## src/rtl/vram_arb.sv

```systemverilog
// VRAM arbiter: shares one synchronous RAM between game-logic writes and
// per-line display fetches into a line buffer. Fetches always win over writes.
module vram_arb #(
   parameter int ADDR_W      = 12,
   parameter int DATA_W      = 16,
   parameter int FETCH_WORDS = 40
) (
   input  logic              sys_clk,
   input  logic              reset,
   input  logic              EndLine,
   input  logic              fetch_en,
   input  logic [ADDR_W-1:0] fetch_base,
   input  logic              wr_req,
   input  logic [ADDR_W-1:0] wr_addr,
   input  logic [DATA_W-1:0] wr_data,
   output logic              wr_ack,
   output logic [ADDR_W-1:0] ram_addr,
   output logic              ram_we,
   output logic [DATA_W-1:0] ram_wdata,
   input  logic [DATA_W-1:0] ram_rdata,
   output logic              lb_we,
   output logic [7:0]        lb_addr,
   output logic [DATA_W-1:0] lb_data,
   output logic              fetch_done,
   output logic              overrun
);

   typedef enum logic [1:0] {IDLE, WRITE, FETCH, DRAIN} state_t;

   localparam logic [7:0] LAST_CNT = 8'(FETCH_WORDS - 1);

   state_t            r_state;
   state_t            w_nextState;
   logic              r_fetchPending;
   logic [ADDR_W-1:0] r_baseQ;
   logic [7:0]        r_cnt;
   logic [7:0]        r_rdCnt;
   logic              r_rdValid;
   logic              r_overrun;
   logic [ADDR_W-1:0] r_ramAddr;
   logic              r_ramWe;
   logic [DATA_W-1:0] r_ramWdata;

   logic              w_newLine;
   logic              w_restart;
   logic              w_lastRead;
   logic [7:0]        w_nextCnt;
   logic [ADDR_W-1:0] w_fetchBase;

   // A new line arriving while a fetch is still running restarts it on the new base.
   assign w_newLine   = EndLine & fetch_en;
   assign w_restart   = w_newLine & ((r_state == FETCH) | (r_state == DRAIN));
   assign w_lastRead  = (r_cnt == LAST_CNT);
   assign w_fetchBase = w_restart ? fetch_base : r_baseQ;
   assign w_nextCnt   = ((r_state == FETCH) && !w_restart) ? r_cnt + 8'd1 : 8'd0;

   always_ff @(posedge sys_clk or posedge reset) begin
      if (reset) begin
         r_state <= IDLE;
      end else begin
         r_state <= w_nextState;
      end
   end

   // A write is not started in the same cycle a new line is announced.
   always_comb begin
      w_nextState = r_state;
      case (r_state)
         IDLE: begin
            if (r_fetchPending) begin
               w_nextState = FETCH;
            end else if (wr_req && !w_newLine) begin
               w_nextState = WRITE;
            end
         end
         WRITE: w_nextState = IDLE;
         FETCH: begin
            if (w_restart) begin
               w_nextState = FETCH;
            end else if (w_lastRead) begin
               w_nextState = DRAIN;
            end
         end
         DRAIN: w_nextState = w_restart ? FETCH : IDLE;
         default: w_nextState = IDLE;
      endcase
   end

   // RAM address/enables are registered on entry so they line up with the state they belong to.
   always_ff @(posedge sys_clk or posedge reset) begin
      if (reset) begin
         r_fetchPending <= 1'b0;
         r_baseQ        <= '0;
         r_cnt          <= 8'd0;
         r_rdCnt        <= 8'd0;
         r_rdValid      <= 1'b0;
         r_overrun      <= 1'b0;
         r_ramAddr      <= '0;
         r_ramWe        <= 1'b0;
         r_ramWdata     <= '0;
      end else begin
         if (w_newLine) begin
            r_baseQ <= fetch_base;
         end
         if (w_newLine && !w_restart) begin
            r_fetchPending <= 1'b1;
         end else if ((r_state == IDLE) && r_fetchPending) begin
            r_fetchPending <= 1'b0;
         end
         r_cnt <= (w_nextState == FETCH) ? w_nextCnt : 8'd0;
         if (w_nextState == WRITE) begin
            r_ramAddr  <= wr_addr;
            r_ramWdata <= wr_data;
         end else if (w_nextState == FETCH) begin
            r_ramAddr <= w_fetchBase + ADDR_W'(w_nextCnt);
         end
         r_ramWe   <= (w_nextState == WRITE);
         r_rdValid <= (r_state == FETCH);
         if (r_state == FETCH) begin
            r_rdCnt <= r_cnt;
         end
         if (w_restart) begin
            r_overrun <= 1'b1;
         end
      end
   end

   always_comb begin
      wr_ack     = (r_state == WRITE);
      fetch_done = (r_state == DRAIN) && !w_restart;
      lb_we      = r_rdValid;
      lb_addr    = r_rdCnt;
      lb_data    = r_rdValid ? ram_rdata : '0;
   end

   assign ram_addr  = r_ramAddr;
   assign ram_we    = r_ramWe;
   assign ram_wdata = r_ramWdata;
   assign overrun   = r_overrun;

endmodule

```

## config.mk

```make
export PLATFORM = sky130hd
export DESIGN_NAME = vram_arb
export DESIGN_NICKNAME = d
export VERILOG_FILES = /design/src/rtl/vram_arb.sv
export SDC_FILE = /design/constraint.sdc
export NUM_CORES = 1
export LEC_CHECK = 0
export BUFFER_PORTS_ARGS = -buffer_cell sky130_fd_sc_hd__buf_2
export CAP_MARGIN = 15
export CELL_PAD_IN_SITES_DETAIL_PLACEMENT = 1
export CELL_PAD_IN_SITES_GLOBAL_PLACEMENT = 2
export CORE_MARGIN = 2
export CORE_UTILIZATION = 28
export CTS_BUF_LIST = sky130_fd_sc_hd__clkbuf_8
export DETAILED_ROUTE_END_ITERATION = 16
export PLACE_DENSITY_LB_ADDON = 0.1
export SLEW_MARGIN = 20
export SYNTH_ARGS = -nofsm -noshare
export SYNTH_HDL_FRONTEND = slang
export SYNTH_SLANG_ARGS = --single-unit
```

## constraint.sdc

```tcl
create_clock -name sys_clk -period 3 [get_ports sys_clk]
set_input_delay 0.15 -clock sys_clk [delete_from_list [all_inputs] [get_ports sys_clk]]
set_output_delay 0.15 -clock sys_clk [all_outputs]
set_load 0.01 [all_outputs]
```

After elaboration in Yosys (flattened, before gate mapping)
Index checks and enable logic that the tools add are counted.
{"block": "op_classes", "n_eq_ne": 6, "n_bitwise": 3, "add_sub_neg": 2, "muxes": 14, "n_reduce_logical": 10}
{"op": "2-to-1 mux 12 bit", "n": 3}
{"op": "2-to-1 mux 16 bit", "n": 1}
{"op": "2-to-1 mux 8 bit", "n": 2}
{"op": "adder 12 x 8 -> 12 bit", "n": 1}
{"op": "2-to-1 mux 2 bit", "n": 5}
{"op": "adder 8 x 1 -> 8 bit, second input constant", "n": 1}
{"op": "equality test 8 x 6 -> 1 bit, second input constant", "n": 1}
{"op": "case mux 2 bit (4 select lines)", "n": 1}
{"op": "equality test 2 bit, second input constant", "n": 3}
{"op": "logical AND 1 bit", "n": 5}
{"op": "equality test 2 x 1 -> 1 bit, second input constant", "n": 2}
{"op": "nonzero test 2 bit", "n": 2}
{"op": "bitwise AND 1 bit", "n": 2}
{"op": "logical NOT 1 bit", "n": 2}
{"op": "logical NOT 2 bit", "n": 1}
{"op": "2-to-1 mux 1 bit", "n": 2}
{"op": "OR 1 bit", "n": 1}
{"block": "word_totals", "output_inout_bits": 57, "regBits": 62, "wordCells": 45}

Logic depth before layout (Yosys ltp)
{"block": "depth", "word_depth": 9, "ltp_mapped": 13, "mapped_depth_nobuf": 12}

Worst setup path before layout
OpenSTA, ideal clock, no wires.
{"block": "synth_path", "kind": "register -> register", "startpoint": "register r_state[1]", "endpoint": "register r_ramAddr[11] (netlist: ram_addr[11])", "required_ns": 2.931, "path_buffers": 1, "period_less_slack_ns": 3.026, "slack_ns": -0.026, "stages_incl_launch_ff": 12, "t_arrival_ns": 2.957, "cell_sequence": "dfrtp_1 nand3_4 buf_1 mux2_2 ha_1 a21o_1 a21oi_1 nor2b_1 a221o_1 a41oi_2 mux2_1 nand3_1"}
{"block": "synth_via", "elab_chain_len": 9}
{"element": "start, declared", "line_no": "32", "rtl": "state_t r_state;"}
{"element": "start signal, assigned", "line_no": "61", "rtl": "r_state <= w_nextState;"}
{"element": "equality test 2 bit, on equally long branches", "line_no": "52, 55, 68"}
{"element": "OR 1 bit", "line_no": "52", "rtl": "assign w_restart = w_newLine & ((r_state == FETCH) | (r_state == DRAIN));"}
{"element": "bitwise AND 1 bit", "line_no": "52"}
{"element": "logical NOT 1 bit", "line_no": "55", "rtl": "assign w_nextCnt = ((r_state == FETCH) && !w_restart) ? r_cnt + 8'd1 : 8'd0;"}
{"element": "logical AND 1 bit", "line_no": "55"}
{"element": "2-to-1 mux 8 bit", "line_no": "55"}
{"element": "adder 12 x 8 -> 12 bit", "line_no": "115", "rtl": "r_ramAddr <= w_fetchBase + ADDR_W'(w_nextCnt);"}
{"element": "2-to-1 mux 12 bit", "line_no": "114", "rtl": "end else if (w_nextState == FETCH) begin"}
{"element": "2-to-1 mux 12 bit", "line_no": "111", "rtl": "if (w_nextState == WRITE) begin"}
{"element": "end signal, assigned", "line_no": "112", "rtl": "r_ramAddr <= wr_addr;"}
{"element": "end signal, assigned", "line_no": "115"}
{"element": "end, declared", "line_no": "40", "rtl": "logic [ADDR_W-1:0] r_ramAddr;"}
Several ways; a longest one is shown, not always the timed one. The select of a mux whose other input is x is not followed.
A chain may end at the register's enable or synchronous reset.

Worst setup path after layout
Ends and elaborated chain as after synthesis.

==> results.yml <==
run_status:
  status: "finished clean"
timing:
  fmax_mhz: 359
  finalClockSkew_ns: 0.0107
  rsz0062_at_grt: "false"
  period_needed_ns: 2.79
  whs_ns: 0.0209
  hold_viol: 0
  setup-tns-final_ns: 0
  worst_pin_slew_ns: 0.387
  setup_viol: 0
  finalMaxSlewViolations: 0
  post-route-period-util_pct: 92.9
  setup_slack_ns: 0.212
  relSlewSlack_pct: 74.1
synth:
  syn-cell-area_mm2: 0.00331
  synth_seq_area_share_pct: 46.8
  synth_cell_types: 49
  syn_nets: 379
  synth_top_area_share_pct: 46.8
  synth_ff_type: "dfrtp_1"
  yosysMostFrequentCell: "dfrtp_1"
  syn_inst: 307
  synth_edf_count: 0
  ys_async_sr_fraction_pct: 100
  yosysTopAreaCell: "dfrtp_1"
  syn-mean-instance-area_um2: 10.8
  synth.area.top_cells: "dfrtp_1, mux2_2, nand2_1"
  yosys_warnings: 0
  yosys-top-cells-count: "dfrtp_1, mux2_2, nand2_1"
  synth_seq_cells: 62
routing:
  ant_nets: 0
  wirelength_mm: 9.14
  dr.pass1.iters: 3
  wl_per_cell_um: 15.6
  drt_iter0_markers: 64
  via_per_inst: 4.67
  route.detailed.drc: 0
  via_count: 2739
floorplanning:
  start_util_pct: 28.9
  die_area_mm2: 0.0127
  num_rows: 39
  ioPinCount: 118
  die_w_um: 113
  core_mm2: 0.0115
  die_h_um: 113
final_layout:
  syn_to_final_growth_pct: 32.4
  fillers: 1324
  drive_above_1_share_pct: 45.6
  nNetsFinal: 510
  multiInputGateArea_mm2: 0.00167
  finalNonFillerCells: 586
  insertedDiodeCount: 0
  regArea_mm2: 0.00155
critical_path:
  crit_buf_inv: 0
  end_kind: "flip-flop"
  crit_chain: "nand3_4 -> mux2_2 -> ha_1 -> a21o_1 -> a21oi_1 -> nor2b_1 -> a221o_1 -> a41oi_2 -> mux2_1 -> nand3_1"
  critPathLaunchType: "flip-flop"
  crit_required_ns: 3.29
  path_max_fanout: 8
  crit_arrival_ns: 3.08
  worst_path_dominant_cell_family: "compound AO/OA/AOI/OAI gates"
  cp_slowest_cell: "dfrtp_2"
  critPathKind: "reg2reg"
  slowest_delay_ns: 0.46
place:
  place_ws_ns: 0.157
  io_buffers: 117
  dpl.hpwl_mm: 7.06
  globalplace.congestion: 0.732
  dp.cells: 568
global_routing:
  grt_pass1_vias: 2931
  antenna_found_initial: 0
  overflow: 0
  grt_usage_pct: 15.1
  grt_start_max_net_pins: 63
  grt_pass1_wl_mm: 15.0
cts:
  cts_inserted_buffers: 9
  clk_latency_ns: 0.36
  cts_tree: "yes"
  cts_buffer_depth: 2
  clk_pin_slew_worst_paths_ns: 0.08
  root_buffer: "clkbuf_8"
  h-tree-depth: 3
  clock-sinks: 62
min_path:
  hold_path_class: "in2reg"
power_and_ir_drop:
  powerDensity_mw_per_mm2: 598
  p_leak_nw: 2.23
  power_mw: 2.62
  ir_drop_mv: 0.367
run:
  cap_violations: 0
-- area by class of cell --
type | count | share of cell area [%]
timing repair buffer | 131 | 16.1
clock inverter | 7 | 2.59
sequential | 62 | 35.4
tap | 143 | 4.08
clock buffer | 9 | 2.82
multi-input combinational | 222 | 38.0
inverter | 12 | 1.06
-- final timing paths --
path	startpoint	end	slack (ns)	cells after the start
max in group asynchronous	reset	r_state[1]	2.29	4
min	wr_data[7]	ram_wdata[7]	0.02	2
max	r_state[1]	ram_addr[11]	0.21	10
max reg2reg	r_state[1]	ram_addr[11]	0.21	10
min reg2reg	lb_addr[4]	lb_addr[4]	0.47	2
min in group asynchronous	reset	ram_we	0.42	4
-- layout by cell type (no fill, tap or decap), types with 2 or more instances in the layout --
cell type	netlist	layout
mux2_2	41	41
nor3_1	5	5
and3_1	2	2
and2_1	24	24
mux2i_1	4	4
nor2b_1	4	4
buf_2	0	117
nor3_2	2	2
a41oi_2	2	2
ha_1	10	10
o31ai_1	2	2
a21o_1	3	3
dfrtp_1	62	61
xnor2_1	4	4
nor4b_1	3	3
nand2_1	41	41
clkbuf_8	0	9
nand3_1	6	6
o21ai_0	11	11
inv_1	11	11
nand2b_1	3	3
buf_4	0	12
a221o_1	2	2
bufinv_16	0	3
a31oi_1	2	2
clkinvlp_4	0	2
a21oi_1	7	7
xor2_1	6	6
clkinv_2	1	2
or3_1	4	4
nor2_1	14	14
-- cell families (layout without fill, tap and decap cells) --
kind of cell / Yosys count / after routing / share of synthesized area [%]
flip-flops: 62 / 62 / 46.8
adder cells (fa/ha/maj): 11 / 11 / 4.38
buffers and inverters: 23 / 159 / 2.87
multiplexers: 47 / 47 / 16.2
AO/OA/AOI/OAI: 39 / 39 / 8.65
AND/OR/NAND/NOR: 114 / 114 / 18.0
XOR/XNOR: 11 / 11 / 3.13
-- registers in the layout, summed over array words and instances (netlist names) --
| register | cells |
|---|---|
| r_fetchPending | 1 |
| ram_we | 1 |
| ram_addr | 12 |
| r_cnt | 8 |
| ram_wdata | 16 |
| r_state | 2 |
| lb_addr | 8 |
| lb_we | 1 |
| overrun | 1 |
| r_baseQ | 12 |
-- stage by stage --
step,utilization [%],cell area [um^2]
global placement,36.0,4130
finish,38.3,4390
global route,38.3,4390
CTS,38.2,4380
floorplan,-,3310
detailed placement,36.0,4130
-- report_power, final --
part | internal, mW | switching [mW] | total (mW)
Clock | 0.547 | 0.356 | 0.903
Sequential | 0.955 | 0.0728 | 1.03
Combinational | 0.341 | 0.353 | 0.694
Total | 1.84 | 0.782 | 2.62
-- what timing repair did --
action	in CTS	in global routing
buffers inserted	0	1
endpoints found under the setup margin	0	3
gates resized for setup	0	1
hold buffers	1	0
endpoints found under the hold margin	62	0
-- per-layer routing --
metal | GRT usage [%] | part of all wire (%) | vias up
met4 | 6.34 | 1.7 | 0
met2 | 26.0 | 51 | 64
li1 | - | - | 1324
met1 | 18.5 | 43 | 1341
met5 | 0 | 0 | -
met3 | 2.89 | 4.1 | 10
(Power assumes the default switching activity.)
